===== config.mk =====
export PLATFORM = sky130hd
export DESIGN_NAME = pcie_flr_req_gen_flat
export DESIGN_NICKNAME = d
export VERILOG_FILES = /design/src/rtl/pcie_flr_req_gen.sv /design/src/rtl/pcie_flr_req_gen_if.sv /design/src/flat_wrapper.sv
export SDC_FILE = /design/constraint.sdc
export NUM_CORES = 1
export LEC_CHECK = 0
export BUFFER_PORTS_ARGS = -buffer_cell sky130_fd_sc_hd__buf_2
export CORE_AREA = 2 2 105 107
export DETAILED_ROUTE_END_ITERATION = 10
export DIE_AREA = 0 0 107 109
export GPL_TIMING_DRIVEN = 1
export HOLD_SLACK_MARGIN = 0.05
export PLACE_DENSITY = 0.79
export SKIP_CTS_REPAIR_TIMING = 1
export SLEW_MARGIN = 10
export SYNTH_ARGS = -nofsm -noshare
export SYNTH_HDL_FRONTEND = slang
export SYNTH_SLANG_ARGS = --single-unit

===== constraint.sdc =====
create_clock -name clk -period 2.95 [get_ports clk]
set_input_delay 0.1475 -clock clk [delete_from_list [all_inputs] [get_ports clk]]
set_output_delay 0.1475 -clock clk [all_outputs]
set_load 0.03 [all_outputs]

===== src/rtl/pcie_flr_req_gen.sv =====
// pcie_flr_req_gen: turns FLR events into flr_req beats and tracks each function until its flr_rsp returns.
// Define PCIE_FLR_TIMEOUT_EN to add per-slot timeout counters and done_timeout reporting.
package pcie_ss_axis_pkg;
   typedef struct packed {
      logic [2:0]  pf;
      logic [10:0] vf;
      logic        vf_active;
   } t_flr_tdata;

   typedef struct packed {
      logic       tvalid;
      t_flr_tdata tdata;
   } t_axis_pcie_flr;
endpackage

module pcie_flr_req_gen
   import pcie_ss_axis_pkg::*;
#(
   parameter int unsigned MAX_OUTSTANDING = 4,
   parameter int unsigned TIMEOUT_W       = 16,
   parameter int unsigned TIMEOUT_CYCLES  = 16'hFFFF
) (
   input  logic              clk,
   input  logic              rst,
   pcie_flr_req_gen_if.slave ctl,
   output t_axis_pcie_flr    flr_req,
   input  t_axis_pcie_flr    flr_rsp,
   output logic [3:0]        outstanding,
   output logic              err_unexp_rsp
);
   localparam int unsigned IW = (MAX_OUTSTANDING > 1) ? $clog2(MAX_OUTSTANDING) : 1;

   if (MAX_OUTSTANDING < 1 || MAX_OUTSTANDING > 8) begin : g_chk_slots
      $error("MAX_OUTSTANDING must be in 1..8");
   end
   if (longint'(TIMEOUT_CYCLES) >= (longint'(1) << TIMEOUT_W)) begin : g_chk_timeout
      $error("TIMEOUT_CYCLES must be less than 2**TIMEOUT_W");
   end

   logic [MAX_OUTSTANDING-1:0] valid_q, valid_d;
   t_flr_tdata                 key_q [MAX_OUTSTANDING];
   t_flr_tdata                 key_d [MAX_OUTSTANDING];
`ifdef PCIE_FLR_TIMEOUT_EN
   logic [MAX_OUTSTANDING-1:0] expired_q, expired_d;
   logic [TIMEOUT_W-1:0]       timer_q [MAX_OUTSTANDING];
   logic [TIMEOUT_W-1:0]       timer_d [MAX_OUTSTANDING];
   logic                       exp_any;
   logic [IW-1:0]              exp_idx;
`endif
   t_axis_pcie_flr req_q, req_d;
   logic           done_valid_q, done_valid_d;
   logic           done_to_q, done_to_d;
   t_flr_tdata     done_key_q, done_key_d;
   logic           err_q, err_d;

   logic          hit, free_any, dup, evt_rdy;
   logic [IW-1:0] hit_idx, free_idx;
   t_flr_tdata    rsp_key, evt_key;
   logic [3:0]    cnt;

   always_comb begin
      valid_d      = valid_q;
      key_d        = key_q;
      req_d        = '0;
      done_valid_d = 1'b0;
      done_to_d    = 1'b0;
      done_key_d   = '0;
      err_d        = err_q;

      // Keys are normalised so a PF reset never differs only by a stale vf field.
      rsp_key = flr_rsp.tdata;
      if (!rsp_key.vf_active) rsp_key.vf = '0;
      evt_key.pf        = ctl.evt_pf;
      evt_key.vf        = ctl.evt_vf_active ? ctl.evt_vf : 11'd0;
      evt_key.vf_active = ctl.evt_vf_active;

      hit = 1'b0; hit_idx = '0; free_any = 1'b0; free_idx = '0; dup = 1'b0; cnt = '0;
      for (int unsigned i = 0; i < MAX_OUTSTANDING; i++) begin
         cnt = cnt + 4'(valid_q[i]);
         if (valid_q[i] && key_q[i] == rsp_key && !hit) begin
            hit     = 1'b1;
            hit_idx = IW'(i);
         end
         if (!valid_q[i] && !free_any) begin
            free_any = 1'b1;
            free_idx = IW'(i);
         end
         if (valid_q[i] && key_q[i] == evt_key) dup = 1'b1;
      end
      evt_rdy = !rst && free_any;

`ifdef PCIE_FLR_TIMEOUT_EN
      expired_d = expired_q;
      timer_d   = timer_q;
      exp_any   = 1'b0;
      exp_idx   = '0;
      for (int unsigned i = 0; i < MAX_OUTSTANDING; i++) begin
         if (valid_q[i] && !expired_q[i]) begin
            timer_d[i] = timer_q[i] + TIMEOUT_W'(1);
            if (timer_q[i] == TIMEOUT_W'(TIMEOUT_CYCLES - 1)) expired_d[i] = 1'b1;
         end
         if (valid_q[i] && expired_q[i] && !exp_any) begin
            exp_any = 1'b1;
            exp_idx = IW'(i);
         end
      end
`endif

      if (flr_rsp.tvalid && hit) begin
         done_valid_d     = 1'b1;
         done_key_d       = key_q[hit_idx];
         valid_d[hit_idx] = 1'b0;
`ifdef PCIE_FLR_TIMEOUT_EN
         expired_d[hit_idx] = 1'b0;
      end else if (exp_any) begin
         done_valid_d       = 1'b1;
         done_to_d          = 1'b1;
         done_key_d         = key_q[exp_idx];
         valid_d[exp_idx]   = 1'b0;
         expired_d[exp_idx] = 1'b0;
`endif
      end
      if (flr_rsp.tvalid && !hit) err_d = 1'b1;

      // Allocation uses registered occupancy, so a slot freed this cycle is not reused until next.
      if (ctl.evt_valid && evt_rdy && !dup) begin
         valid_d[free_idx] = 1'b1;
         key_d[free_idx]   = evt_key;
`ifdef PCIE_FLR_TIMEOUT_EN
         timer_d[free_idx]   = '0;
         expired_d[free_idx] = 1'b0;
`endif
         req_d.tvalid = 1'b1;
         req_d.tdata  = evt_key;
      end
   end

   always_ff @(posedge clk) begin
      if (rst) begin
         valid_q      <= '0;
         req_q        <= '0;
         done_valid_q <= 1'b0;
         done_to_q    <= 1'b0;
         done_key_q   <= '0;
         err_q        <= 1'b0;
         for (int unsigned i = 0; i < MAX_OUTSTANDING; i++) begin
            key_q[i] <= '0;
`ifdef PCIE_FLR_TIMEOUT_EN
            timer_q[i] <= '0;
`endif
         end
`ifdef PCIE_FLR_TIMEOUT_EN
         expired_q <= '0;
`endif
      end else begin
         valid_q      <= valid_d;
         key_q        <= key_d;
         req_q        <= req_d;
         done_valid_q <= done_valid_d;
         done_to_q    <= done_to_d;
         done_key_q   <= done_key_d;
         err_q        <= err_d;
`ifdef PCIE_FLR_TIMEOUT_EN
         timer_q   <= timer_d;
         expired_q <= expired_d;
`endif
      end
   end

   assign ctl.evt_ready      = evt_rdy;
   assign ctl.done_valid     = done_valid_q;
   assign ctl.done_timeout   = done_to_q;
   assign ctl.done_pf        = done_key_q.pf;
   assign ctl.done_vf        = done_key_q.vf;
   assign ctl.done_vf_active = done_key_q.vf_active;
   assign flr_req            = req_q;
   assign outstanding        = cnt;
   assign err_unexp_rsp      = err_q;
endmodule


===== src/rtl/pcie_flr_req_gen_if.sv =====
// Event handshake and completion report between the PCIe core and pcie_flr_req_gen.
// master = PCIe core side, slave = pcie_flr_req_gen.
interface pcie_flr_req_gen_if;
   logic        evt_valid;
   logic        evt_ready;
   logic [2:0]  evt_pf;
   logic [10:0] evt_vf;
   logic        evt_vf_active;
   logic        done_valid;
   logic [2:0]  done_pf;
   logic [10:0] done_vf;
   logic        done_vf_active;
   logic        done_timeout;

   modport master (
      output evt_valid, evt_pf, evt_vf, evt_vf_active,
      input  evt_ready, done_valid, done_pf, done_vf, done_vf_active, done_timeout
   );

   modport slave (
      input  evt_valid, evt_pf, evt_vf, evt_vf_active,
      output evt_ready, done_valid, done_pf, done_vf, done_vf_active, done_timeout
   );
endinterface


===== src/flat_wrapper.sv =====
// flat-port wrapper written by rule: the top's interface ports become plain ports
module pcie_flr_req_gen_flat import pcie_ss_axis_pkg::*;
#(
   parameter int unsigned MAX_OUTSTANDING = 4,
   parameter int unsigned TIMEOUT_W       = 16,
   parameter int unsigned TIMEOUT_CYCLES  = 16'hFFFF
)
  (clk, rst, flr_req, flr_rsp, outstanding, err_unexp_rsp, ctl_evt_valid, ctl_evt_pf, ctl_evt_vf, ctl_evt_vf_active, ctl_evt_ready, ctl_done_valid, ctl_done_pf, ctl_done_vf, ctl_done_vf_active, ctl_done_timeout);
  pcie_flr_req_gen_if ctl_i ();
  input  logic clk;
  input  logic rst;
  output t_axis_pcie_flr flr_req;
  input  t_axis_pcie_flr flr_rsp;
  output logic [3:0] outstanding;
  output logic err_unexp_rsp;
  input wire logic [$bits(ctl_i.evt_valid)-1:0] ctl_evt_valid;
  input wire logic [$bits(ctl_i.evt_pf)-1:0] ctl_evt_pf;
  input wire logic [$bits(ctl_i.evt_vf)-1:0] ctl_evt_vf;
  input wire logic [$bits(ctl_i.evt_vf_active)-1:0] ctl_evt_vf_active;
  output wire logic [$bits(ctl_i.evt_ready)-1:0] ctl_evt_ready;
  output wire logic [$bits(ctl_i.done_valid)-1:0] ctl_done_valid;
  output wire logic [$bits(ctl_i.done_pf)-1:0] ctl_done_pf;
  output wire logic [$bits(ctl_i.done_vf)-1:0] ctl_done_vf;
  output wire logic [$bits(ctl_i.done_vf_active)-1:0] ctl_done_vf_active;
  output wire logic [$bits(ctl_i.done_timeout)-1:0] ctl_done_timeout;
  assign ctl_i.evt_valid = ctl_evt_valid;
  assign ctl_i.evt_pf = ctl_evt_pf;
  assign ctl_i.evt_vf = ctl_evt_vf;
  assign ctl_i.evt_vf_active = ctl_evt_vf_active;
  assign ctl_evt_ready = ctl_i.evt_ready;
  assign ctl_done_valid = ctl_i.done_valid;
  assign ctl_done_pf = ctl_i.done_pf;
  assign ctl_done_vf = ctl_i.done_vf;
  assign ctl_done_vf_active = ctl_i.done_vf_active;
  assign ctl_done_timeout = ctl_i.done_timeout;
  pcie_flr_req_gen #(.MAX_OUTSTANDING(MAX_OUTSTANDING), .TIMEOUT_W(TIMEOUT_W), .TIMEOUT_CYCLES(TIMEOUT_CYCLES)) u_core (.clk(clk), .rst(rst), .ctl(ctl_i), .flr_req(flr_req), .flr_rsp(flr_rsp), .outstanding(outstanding), .err_unexp_rsp(err_unexp_rsp));
endmodule

======== Word level (Yosys, flattened, before mapping) ========
Index checks and enable logic that the tools add are counted.
W data, S select, Z words.
storage, ports and cells
  output and inout port bits .............. 39
  logic and storage cells ................. 116
  input bits .............................. 34
  flip-flop bits (word level) ............. 97
operators by class
  reduce and logical (&&, ||, !) cells .... 35
  order comparisons ....................... 7
  bitwise logic cells ..................... 7
  $add $sub $neg .......................... 3
  eq/ne operators ......................... 8
  multiplexer cells ....................... 34
operator list
  cell                  number
  $eq A15 B15 Y1        8
  $bwmux W60            1
  $mux W15              3
  $bmux W15 S2          1
  $demux W15 S2         1
  $logic_and A1 B1 Y1   22
  $mux W11              2
  $mux W1               17
  $mux W16              1
  $logic_not A1 Y1      11
  $add A4 B1 Y4         2
  $mux W2               4
  $mux W4               2
  $ge A3 B3 Y1 const B  2
  $lt A2 B3 Y1 const B  2
  $not A2 Y3            2
  $and A4 B4 Y4         1
  $demux W1 S2          2
  $ge A2 B1 Y1 const B  2
  $not A4 Y4            1
  $or A4 B4 Y4          1
  $reduce_or A2 Y1      2
  $lt A3 B1 Y1 const B  1
  $add A1 B1 Y2         1
  $not A1 Y1            2

======== Depth between registers and ports, before layout ========
Gate-level depths: netlist of the first run.
  word-level depth ........................ 22
  depth in mapped cells ................... 12
  gate-level depth less buffers ........... 7

======== Worst setup path before layout of the first run ========
OpenSTA, ideal clock, no wires.
  path type ............................... reg-to-reg
  from .................................... register u_core.valid_q[0]
  to ...................................... register u_core.key_q[0] (netlist bit)
  clock period less this slack ............ 2.528 ns
  data arrival time ....................... 2.395 ns
  library setup time ...................... 0.133 ns
  required time ........................... 2.817 ns
  buffers on the path ..................... 1
  path slack .............................. 0.422 ns
  cell stages (with the launch flop) ...... 8
  path through ............................ dfxtp_1 -> ha_1 -> a31oi_1 -> nand2_1 -> a21oi_1 -> nand4_2 -> buf_2 -> mux2i_1
between the ends
  elaborated cells on any way between the ends .. 28
  classes of those cells .................. order compare: 2; mux: 14; bitwise: 1; reduce/logical: 11
RTL lines
  item                                            RTL line                 RTL
  start: declaration                              pcie_flr_req_gen.sv:40   logic [MAX_OUTSTANDING-1:0] valid_q, valid_d;
  start signal: assignment                        pcie_flr_req_gen.sv:156  valid_q <= valid_d;
  $mux W1 or $logic_and A1 B1 Y1 (tied branches)  pcie_flr_req_gen.sv:84   if (!valid_q[i] && !free_any) begin
  $mux W1 (*)                                     pcie_flr_req_gen.sv:84
  $logic_not A1 Y1                                pcie_flr_req_gen.sv:84
  $logic_and A1 B1 Y1                             pcie_flr_req_gen.sv:84
  $mux W1 (*)                                     pcie_flr_req_gen.sv:84
  $logic_not A1 Y1                                pcie_flr_req_gen.sv:84
  $logic_and A1 B1 Y1                             pcie_flr_req_gen.sv:84
  $mux W1 (*)                                     pcie_flr_req_gen.sv:84
  $logic_and A1 B1 Y1 (*)                         pcie_flr_req_gen.sv:90   evt_rdy = !rst && free_any;
  named net ctl_evt_ready                         flat_wrapper.sv:20       output wire logic [$bits(ctl_i.evt_ready)-1:0] ctl_evt_ready;
  $logic_and A1 B1 Y1 (*) (2 in a row)            pcie_flr_req_gen.sv:126  if (ctl.evt_valid && evt_rdy && !dup) begin
  end signal: assignment                          pcie_flr_req_gen.sv:157  key_q <= key_d;
  end: declaration                                pcie_flr_req_gen.sv:41   t_flr_tdata key_q [MAX_OUTSTANDING];
Mark *: on every way through the listed nets, which the timed path passes. The rest lies on a longest branch.
A chain may end at the register's enable or synchronous reset.

======== Worst setup path after layout of the first run ========
  from .................................... register u_core.key_q[58] (netlist bit)
  to ...................................... register u_core.done_key_q (netlist bit u_core.ctl.done_vf[8])
between the ends
  word-level cells in the longest chain between the ends .. 16
  elaborated cells on any way between the ends .. 22
  classes of those cells .................. eq/ne: 1; mux: 10; bitwise: 2; reduce/logical: 9
RTL lines
  item                                         RTL line                 RTL
  $eq A15 B15 Y1 (*)                           pcie_flr_req_gen.sv:80   if (valid_q[i] && key_q[i] == rsp_key && !hit) begin
  $logic_and A1 B1 Y1 (*)                      pcie_flr_req_gen.sv:80
  $mux W1 (*)                                  pcie_flr_req_gen.sv:80
  $logic_not A1 Y1                             pcie_flr_req_gen.sv:80
  $logic_and A1 B1 Y1                          pcie_flr_req_gen.sv:80
  $mux W1                                      pcie_flr_req_gen.sv:80
  $logic_not A1 Y1                             pcie_flr_req_gen.sv:80
  $logic_and A1 B1 Y1                          pcie_flr_req_gen.sv:80
  $mux W1                                      pcie_flr_req_gen.sv:80
  $logic_not A1 Y1                             pcie_flr_req_gen.sv:80
  $logic_and A1 B1 Y1                          pcie_flr_req_gen.sv:80
  $mux W2                                      pcie_flr_req_gen.sv:80
  $not A2 Y3 (implied by the code)             pcie_flr_req_gen.sv:111  done_key_d = key_q[hit_idx];
  $bmux W15 S2                                 pcie_flr_req_gen.sv:111
  $mux W15 (implied by the code) (2 in a row)  pcie_flr_req_gen.sv:111
  end signal: assignment                       pcie_flr_req_gen.sv:161  done_key_q <= done_key_d;
  end: declaration                             pcie_flr_req_gen.sv:53   t_flr_tdata done_key_q, done_key_d;
Mark *: on every way between the ends. The rest lies on a longest branch, timed or not. The select of a mux whose other input is x is not followed.

==> results of run 1 <==
final cells by class:
type | instances | share of cell area
Multi-Input combinational cell | 539 | 0.551
Sequential cell | 97 | 0.283
Timing Repair Buffer | 107 | 0.0953
Tap cell | 140 | 0.0256
Clock buffer | 11 | 0.0221
Clock inverter | 5 | 0.0113
Inverter | 20 | 0.0110
layout by cell type (no fill, tap or decap), drive strengths merged, types with 25 or more instances in the layout:
cell type and n:
nor2 54, nand4 25, dfxtp 97, xnor2 34, o21ai 30, a21oi 30, mux2i 56, xor2 26
nand2 49, buf 107, nand2b 61
power groups by stage:
stage          Combinational [W]  Clock, W  Sequential, W
6_report                0.000432  0.000988        0.00138
5_1_grt                 0.000465   0.00103        0.00138
4_1_cts                 0.000426  0.000988        0.00137
3_5_place_dp            0.000423         0        0.00140
3_3_place_gp            0.000417         0        0.00140
2_1_floorplan           0.000282         0        0.00140
cells in the mapped netlist (4+ instances only):
cell       instances  area, sq um
a22oi_1           10         75.1
nor2b_1           13         81.3
ha_1               4         50.1
nand3_1            5         25.0
and3_1             6         37.5
mux2i_1           56          561
nor4_1             5         31.3
a32oi_1            7         61.3
inv_1             19         71.3
nor4bb_1          17          170
dfxtp_1           97         1940
o21ai_0           29          145
a222oi_1          16          160
nand2_1           49          184
a21oi_1           30          150
xor2_1            26          228
o32ai_1            4         35.0
clkbuf_2           4         20.0
clkbuf_1          29          109
nand4_2            4         50.1
nand4b_1           5         43.8
o22ai_1            6         37.5
mux2_2             5         56.3
a2bb2oi_1          6         52.6
nor2_1            54          203
nor3_1            10         50.1
buf_2             29          145
a31oi_1           12         75.1
nand2b_1          61          382
xnor2_1           34          298
nand4_1           21          131
worst max-delay path: stages, from the launching register on:
cell       delay [ps]
dfxtp_1           490
xor2_1            130
a2111oi_2         350
nand4_1           250
nor4b_4           470
nor4_1            170
or3b_2            650
a21oi_1           200
flip-flops by register name, summed over array words and instances, names as in the netlist:
register,cells
u_core.ctl.done_pf,3
u_core.ctl.done_valid,1
u_core.ctl.done_vf,11
u_core.ctl.done_vf_active,1
u_core.err_unexp_rsp,1
u_core.flr_req,16
u_core.key_q,60
u_core.valid_q,4
cell families after synthesis:
| logic type | Yosys count | synth area share |
|---|---|---|
| simple gates | 262 | 0.248 |
| compound gates | 149 | 0.172 |
| flops | 97 | 0.319 |
| buf+inv | 86 | 0.0610 |
| mux | 61 | 0.101 |
| xor+xnor | 60 | 0.0863 |
| fa+ha+maj | 5 | 0.0115 |
| other cells | 1 | 0.000616 |
per-stage QoR:
stage	power (W)	hold slack (ps)	instance area, sq um	TNS (ps)	util
floorplan	0.00168	288	6090	0	-
global placement	0.00182	460	6590	0	0.622
detailed placement	0.00183	452	6590	0	0.622
CTS	0.00279	89.5	6820	0	0.643
global route	0.00287	102	6850	-9.10	0.646
finish	0.00280	95.5	6850	0	0.646
routing by layer:
layer,part of all wire,track usage,wire (microns)
met1,0.38,0.464,7890
met2,0.44,0.550,8990
met3,0.13,0.0950,2600
met4,0.052,0.178,1070
met5,0,0,0
how the worst max path moves through the flow:
| stage | to | slack (ps) | cells past startpoint |
|---|---|---|---|
| after global routing | u_core.ctl.done_vf[4]$_SDFF_PP0_ | -9 | 7 |
| after CTS | u_core.ctl.done_vf[8]$_SDFF_PP0_ | 130 | 7 |
| after detailed placement | u_core.ctl.done_vf[8]$_SDFF_PP0_ | 170 | 7 |
| after floorplan | u_core.key_q[0]$_SDFFE_PP0P_ | 420 | 7 |
| final | u_core.ctl.done_vf[8]$_SDFF_PP0_ | 150 | 7 |
| after global placement | u_core.ctl.done_pf[0]$_SDFF_PP0_ | 190 | 7 |
==> key figures, run 1 <==
Global routing
  – GR Util All Layers: 0.358
  – Antenna violations before repair: 0
  – First-pass GRT wire length: ~32000 microns
  – Gr ovfl total: 0
  – Largest net degree at the start of global routing: 71
  – Number of global-route vias before repair: 5617

Placed design
  – Dpl ws: 173 ps
  – Placer Congestion: between 1 and 1.5
  – Placed insts: 899
  – DP Wirelength: 15600 microns
  – IO Port Bufs: 70

Route
  – Initial DRC Count: about 730
  – Via count: 5979
  – Detailed Route WL: 20600 microns
  – Drt pass-1 iters: 9
  – Via density: 6.51
  – # DRC: 0
  – DRT antenna net count: 0
  – Drt wl/cell: 22.4 microns

Power and ir drop
  – Pleak: 2.99 nW
  – Sw Pwr: about 0.00077 W
  – Combinational Power Share: 0.155
  – Switching Fraction: 0.276
  – Int Pwr: 0.00202 W
  – Clock power share: 0.353
  – Reg power frac: 0.492
  – VDD IR-drop max: 0.320 mV
  – Pwr Density: just over 400 nW/um^2

Clock tree
  – Clk root buf: clkbuf_8
  – CTS tree: done
  – Maximum root-to-sink buffer count: 2
  – TritonCTS Sinks: 97
  – Clock latency on the worst-skew pair: about 380 ps
  – CTS clock-pin slew for the worst setup and hold paths: 90 ps
  – CTS buffer count: 9
  – H-tree Lvls: 3

Finish
  – Final-stage net count: between 800 and 900
  – Diodes inserted: 0
  – Multi-input logic area: approximately 3800 sq um
  – # fillers: 892
  – Share of layout cells above drive strength 1: 0.184
  – FF/Latch Area: between 1500 and 2000 sq um
  – Fin cells: 919
  – Area grow syn2layout: 12.6%

Floorplan
  – Row Count: 38
  – Die X-Extent: 107 microns
  – I/O pin count: 73
  – Initial Util: 0.574
  – Die Y: ~110 microns
  – CORE AREA: between 10000 and 15000 sq um
  – Die ar.: approximately 12000 sq um

STA
  – Max Clock Freq: 0.357 GHz
  – Final WS setup: approximately 150 ps
  – Worst slew pin tran: 822 ps
  – Slew headroom: 0.450
  – Fin crit share: 0.949
  – Final Hold Viols: 0
  – Final setup fails: 0
  – Slew Viols, Final: 0
  – Tmin final: 2800 ps
  – Clk_skew: between 7 and 8 ps

Synth
  – Number of synthesized flops with an enable pin: 0
  – Synth async-reset ratio: 0
  – Synthesized area per cell: 8.44 sq um
  – Post-synthesis sequential area ratio: 0.319
  – Synthesized cell area: 6090 sq um
  – Post-synth cell types: 63
  – Number of synthesized register bits: 97
  – Yosys warning count: 0
  – Ys flop type: dfxtp_1
  – Post-Syn Instances: 721

Min path
  – Hold path cells: 3
  – Hold WC Path Type: input pin to flip-flop
  – Hold Startpoint: flr_rsp[15]
  – Worst Hold End: u_core.err_unexp_rsp$_SDFFE_PP0P_

Setup path
  – Crit path kind: flip-flop to flip-flop
  – R2r endpoint: u_core.ctl.done_vf[8]$_SDFF_PP0_
  – Req. time, crit path: 3260 ps
  – Crit start category: flip-flop
  – Crit. End Element: flip-flop
  – Reg-to-reg slack, setup: about 150 ps
  – Max Fanout on Critical Path: 16
  – Cells on worst reg2reg path: 7
  – CP startpoint: u_core.key_q[58]$_SDFFE_PP0P_
  – Worst Path Arrival: 3110 ps
  – R2R Path Start: u_core.key_q[58]$_SDFFE_PP0P_

Status
  – Status: finished clean

Job
  – Max_cap viols: 0
No activity file was read; power rests on OpenSTA's default activity.
==> run 2, diff against run 1 <==
- ABC_AREA: not set -> 1
- CORE_AREA: 2 2 105 107 -> 2 2 108 110
- DIE_AREA: 0 0 107 109 -> 0 0 110 112
- PLACE_DENSITY: 0.79 -> 0.8
==> run 2 against run 1 <==
  * Final area increased by 6.7%
  * Sequential power about the same
  * Core utilization is 0.82 points higher
  * Final cell count rose by 48%
==> key figures, run 2 <==
Finish
  – Finished Cell Area: between 7000 and 8000 sq um
  – Diodes inserted: 0
  – Top reg by flops: u_core.key_q
  – # fillers: 1109
  – Most frequent cells in the layout: nand2_1, nor2_1, inv_1, dfxtp_1, nand3_1
  – Commonest non-fill, non-tap cell in the layout: nand2_1
  – Max FFs per register: 60
  – Area grow syn2layout: 11.9%
  – Share of layout cells above drive strength 1: 0.116
  – Final-stage net count: 1248

Route
  – DRT antenna net count: 0
  – Initial DRC Count: roughly 1100
  – Via count: 7629
  – # DRC: 0
  – Drt wl/cell: 16.9 microns
  – Via density: 5.63
  – Detailed Route WL: 22900 microns
  – Drt pass-1 iters: 5

Power and ir drop
  – VDD IR-drop max: 0.364 mV
  – Pleak: 3.87 nW
  – Overall power: 0.00320 W
  – Pwr Density: 437 nW/um^2

Setup path
  – Cells on worst reg2reg path: 13
  – Req. time, crit path: 3200 ps
  – Max Fanout on Critical Path: 15
  – R2R Path Start: u_core.key_q[28]$_SDFFE_PP0P_
  – Worst Path Arrival: 2700 ps
  – CP startpoint: u_core.key_q[28]$_SDFFE_PP0P_
  – Crit path kind: flip-flop to flip-flop
  – Crit. End Element: flip-flop
  – Crit start category: flip-flop

Synth
  – Number of synthesized register bits: 97
  – Synth area leader: dfxtp_1
  – Count leader, synth: nand2_1
  – Post-synth cell types: 30
  – Synthesized cell area: 6540 sq um
  – Post-synthesis sequential area ratio: 0.297
  – Ys flop type: dfxtp_1
  – Yosys warning count: 0
  – Largest cells by area after synthesis: dfxtp_1, nand2_1, nor2_1, inv_1, nand3_1
  – Most frequent cells after synthesis: nand2_1, nor2_1, inv_1
  – Top-area cell type share of the netlist area: 0.297
  – Post-Syn Instances: roughly 1200
  – Synthesized area per cell: about 5.7 sq um
  – Synth async-reset ratio: 0
  – Number of synthesized flops with an enable pin: 0

Floorplan
  – CORE AREA: 11200 sq um
  – Die X-Extent: 110 microns
  – Initial Util: 0.585
  – Row Count: 39
  – Die ar.: approximately 12000 sq um
  – I/O pin count: 73
  – Die Y: 112 microns

Global routing
  – Antenna violations before repair: 0
  – Largest net degree at the start of global routing: 64
  – GR Util All Layers: 0.385
  – Gr ovfl total: 0
  – Number of global-route vias before repair: 6670
  – First-pass GRT wire length: 35900 microns

STA
  – Slew Viols, Final: 0
  – Clk_skew: 9.60 ps
  – Worst slew pin tran: 747 ps
  – Final Hold Viols: 0
  – Max Clock Freq: 0.408 GHz
  – Slew headroom: 0.502
  – Final setup fails: 0
  – RSZ-0062 raised after global routing: no
  – Tmin final: 2450 ps
  – Fin Setup TNS: 0 ps
  – Fin crit share: 0.832

Placed design
  – IO Port Bufs: 70
  – DP Wirelength: 17100 microns
  – Placement Cell Area: between 7000 and 8000 sq um
  – Placer Congestion: around 1.0

Clock tree
  – CTS clock-pin slew for the worst setup and hold paths: 70 ps
  – H-tree Lvls: 3
  – Maximum root-to-sink buffer count: 2
  – CTS buffer count: 9
  – Clock latency on the worst-skew pair: 360 ps
  – TritonCTS Sinks: between 90 and 100
  – Clk root buf: clkbuf_16
  – CTS tree: done

Min path
  – Hold WC Path Type: input pin to flip-flop
  – Hold Startpoint: rst
  – Hold path cells: 2

Job
  – Max_cap viols: 0

Status
  – Status: finished clean
## run 2: changes by cell type after synthesis, moves of 33 or more
cell / before / now
nand4_1: 21 / 54
mux2i_1: 56 / 0
nand2_1: 49 / 402
nor2_1: 54 / 212
nand3_1: 5 / 81
nand2b_1: 61 / 0
inv_1: 19 / 144
## run 2: worst paths after layout
path                                        to  slack (ps)
max           u_core.ctl.done_vf[3]$_SDFF_PP0_         500
max reg2reg   u_core.ctl.done_vf[3]$_SDFF_PP0_         500
min               u_core.valid_q[3]$_SDFF_PP0_          40
min reg2reg  u_core.err_unexp_rsp$_SDFFE_PP0P_         460
## run 2: final cells by class
type | instances | area [sq um] | share of cell area
Multi-Input combinational cell | 852 | 3780 | 0.516
Sequential cell | 97 | 1940 | 0.265
Inverter | 160 | 601 | 0.0821
Timing Repair Buffer | 89 | 505 | 0.0691
Clock buffer | 12 | 246 | 0.0337
Tap cell | 143 | 179 | 0.0245
Clock inverter | 3 | 65.1 | 0.00889
## run 2: layer usage
layer	part of all wire	up-vias	global-route usage
met5	0	-	0
met2	0.42	528	0.554
met3	0.14	65	0.104
met1	0.40	3385	0.543
met4	0.033	0	0.147
li1	-	3651	-
## run 2: report_power, final
group / switching [W] / internal, W / leakage (nW)
Sequential: 0.0000360 / 0.00134 / 0.787
Combinational: 0.000372 / 0.000158 / 2.93
Clock: 0.000530 / 0.000761 / 0.153
Total: 0.000937 / 0.00226 / 3.87
## run 2: kinds of logic (layout without fill, tap and decap cells)
| logic type | after synthesis | in the layout | synth area share |
|---|---|---|---|
| flip-flops | 97 | 97 | 0.297 |
| buffers and inverters | 205 | 264 | 0.127 |
| AO/OA/AOI/OAI | 51 | 51 | 0.0404 |
| XOR/XNOR | 15 | 15 | 0.0201 |
| AND/OR/NAND/NOR | 779 | 779 | 0.505 |
| other | 1 | 2 | 0.000574 |
| adder cells (fa/ha/maj) | 5 | 5 | 0.0107 |
## run 2: worst max-delay path, cell delays in order, from the launching register on
cell	delay (ps)
dfxtp_1	450
inv_1	140
nand2_1	100
nand2_1	50
nor2_1	140
nand2_1	70
nor2_1	110
nand2_1	100
nor2_4	240
inv_1	120
nand3_1	470
a21oi_1	130
nor2_1	170
nor2_1	50
## run 2: metrics by stage
stage               cells  hold slack, ps   util  setup WS [ps]
finish               1356            37.9  0.655            496
global route         1356            54.4  0.655            339
CTS                  1356            33.2  0.655            588
detailed placement   1341             403  0.627            395
global placement     1341             403  0.627            428
floorplan            1154             217      -            968
==> run 3, diff against run 2 <==
- CORE_AREA: 2 2 108 110 -> 2 2 114 116
- DIE_AREA: 0 0 110 112 -> 0 0 116 118
- PLACE_DENSITY: 0.8 -> 0.76
- clock period: 2.95 -> 2.2 ns (I/O delays scaled with it)
==> run 3 against run 2 <==
  * Routed wire length up 9.9%
  * Count of clock-buffer cells in the layout down 2
  * Via count up 3.8%
  * Core utilization up 1.1 points
  * Clock power up 37%
  * First-iteration DRC count up 7.1%
  * Largest cell class unchanged
  * Final cell count up 9.5%
==> key figures, run 3 (same netlist as run 2, synthesis figures left out) <==
Global routing
  – Gr ovfl total: 0
  – Largest net degree at the start of global routing: 64
  – Antenna violations before repair: 0
  – Number of global-route vias before repair: 7067
  – First-pass GRT wire length: around 39000 microns
  – GR Util All Layers: 0.374

Setup path
  – Cells on worst reg2reg path: 13
  – Max Fanout on Critical Path: 5
  – Crit path kind: flip-flop to primary output
  – R2r endpoint: u_core.ctl.done_vf_active$_SDFF_PP0_
  – Worst Path Arrival: 1990 ps
  – Reg-to-reg slack, setup: approximately 120 ps
  – Crit start category: flip-flop
  – Req. time, crit path: approximately 2100 ps
  – Crit. End Element: primary output
  – R2R Path Start: u_core.key_q[2]$_SDFFE_PP0P_

Finish
  – Share of layout cells above drive strength 1: 0.189
  – Final-stage net count: approximately 1300
  – Commonest non-fill, non-tap cell in the layout: nand2_1
  – Diodes inserted: 0
  – Top reg by flops: u_core.key_q
  – # fillers: 1200
  – Max FFs per register: 60
  – Area grow syn2layout: 26.3%
  – Most frequent cells in the layout: nand2_1, nor2_1, inv_1, buf_4, dfxtp_1
  – Fin cells: 1485

Route
  – Drt wl/cell: approximately 17 microns
  – Via count: 7921
  – Initial DRC Count: 1197
  – Drt pass-1 iters: 6
  – # DRC: 0
  – DRT antenna net count: 0
  – Detailed Route WL: 25100 microns
  – Via density: between 5 and 6

STA
  – Tmin final: 2100 ps
  – Final hold slack: 46.9 ps
  – Final Hold Viols: 0
  – Max Clock Freq: 0.475 GHz
  – Slew headroom: 0.487
  – Final setup fails: 0
  – RSZ-0062 raised after global routing: no
  – Clk_skew: roughly 7.2 ps
  – Final WS setup: 96.9 ps
  – Fin Setup TNS: 0 ps
  – Worst slew pin tran: around 770 ps
  – Fin crit share: 0.956
  – Slew Viols, Final: 0

Clock tree
  – TritonCTS Sinks: 97
  – CTS tree: done
  – Clk root buf: clkbuf_16
  – Clock latency on the worst-skew pair: 360 ps
  – Maximum root-to-sink buffer count: 2
  – CTS buffer count: 9
  – H-tree Lvls: 3
  – CTS clock-pin slew for the worst setup and hold paths: approximately 70 ps

Floorplan
  – Die Y: 118 microns
  – Die ar.: ~14000 sq um
  – Initial Util: 0.527
  – Row Count: slightly above 40
  – I/O pin count: 73
  – CORE AREA: between 10000 and 15000 sq um
  – Die X-Extent: roughly 120 microns

Placed design
  – Placed insts: roughly 1500
  – IO Port Bufs: 70
  – DP Wirelength: 19300 microns
  – Placer Congestion: about 1.1
  – Dpl ws: -196 ps

Power and ir drop
  – Pleak: approximately 4.4 nW
  – Overall power: 0.00446 W
  – Pwr Density: 540 nW/um^2
  – VDD IR-drop max: 0.377 mV

Status
  – Status: finished clean

Min path
  – Worst Hold End: u_core.flr_req[9]$_SDFF_PP0_
  – Hold WC Path Type: input pin to flip-flop
  – Hold path cells: 3
  – Hold Startpoint: ctl_evt_vf[8]

Job
  – Max_cap viols: 0
## run 3: worst max path at each step
stage | start | end | slack (ps) | cells past startpoint
3_3_place_gp | flr_rsp[0] | u_core.ctl.done_vf[10]$_SDFF_PP0_ | -170 | 16
3_5_place_dp | flr_rsp[0] | u_core.ctl.done_vf[10]$_SDFF_PP0_ | -200 | 16
6_report | u_core.valid_q[1]$_SDFF_PP0_ | outstanding[1] | 100 | 7
5_1_grt | u_core.key_q[42]$_SDFFE_PP0P_ | u_core.key_q[49]$_SDFFE_PP0P_ | 2 | 14
4_1_cts | u_core.key_q[42]$_SDFFE_PP0P_ | u_core.ctl.done_pf[0]$_SDFF_PP0_ | -100 | 13
2_1_floorplan | u_core.valid_q[0]$_SDFF_PP0_ | u_core.key_q[3]$_SDFFE_PP0P_ | 220 | 11
## run 3: metal layers
metal	global-route usage	vias up	wire length [microns]
met5	0	-	0
met4	0.152	0	881
met3	0.0942	60	3470
met2	0.520	525	10300
met1	0.545	3484	10500
li1	-	3852	-
## run 3: layout make-up
| cell class | count | area (sq um) | area share |
|---|---|---|---|
| multi-input cells | 854 | 3810 | 0.462 |
| flip-flops and latches | 97 | 1950 | 0.236 |
| repair buffers | 186 | 1360 | 0.164 |
| inverters | 160 | 601 | 0.0727 |
| clock buffers | 10 | 239 | 0.0289 |
| well taps | 172 | 215 | 0.0260 |
| clock inverters | 6 | 87.6 | 0.0106 |
## run 3: critical path, cell delays in order, from the launching register on
cell     delay [ps]
dfxtp_2         330
buf_6           120
inv_1            50
ha_1            280
inv_1            60
fa_2            400
ha_4            280
buf_6           120
## run 3: power breakdown
part	total, W	internal [W]	switching (W)
sequential	0.00184	0.00180	0.0000392
combinational	0.000847	0.000307	0.000540
clock	0.00177	0.00103	0.000742
## run 3: stage by stage
step | utilization | instance area (sq um)
after floorplan | - | 6540
after global placement | 0.627 | 7780
after detailed placement | 0.627 | 7780
after CTS | 0.653 | 8110
after global routing | 0.665 | 8260
final | 0.665 | 8260
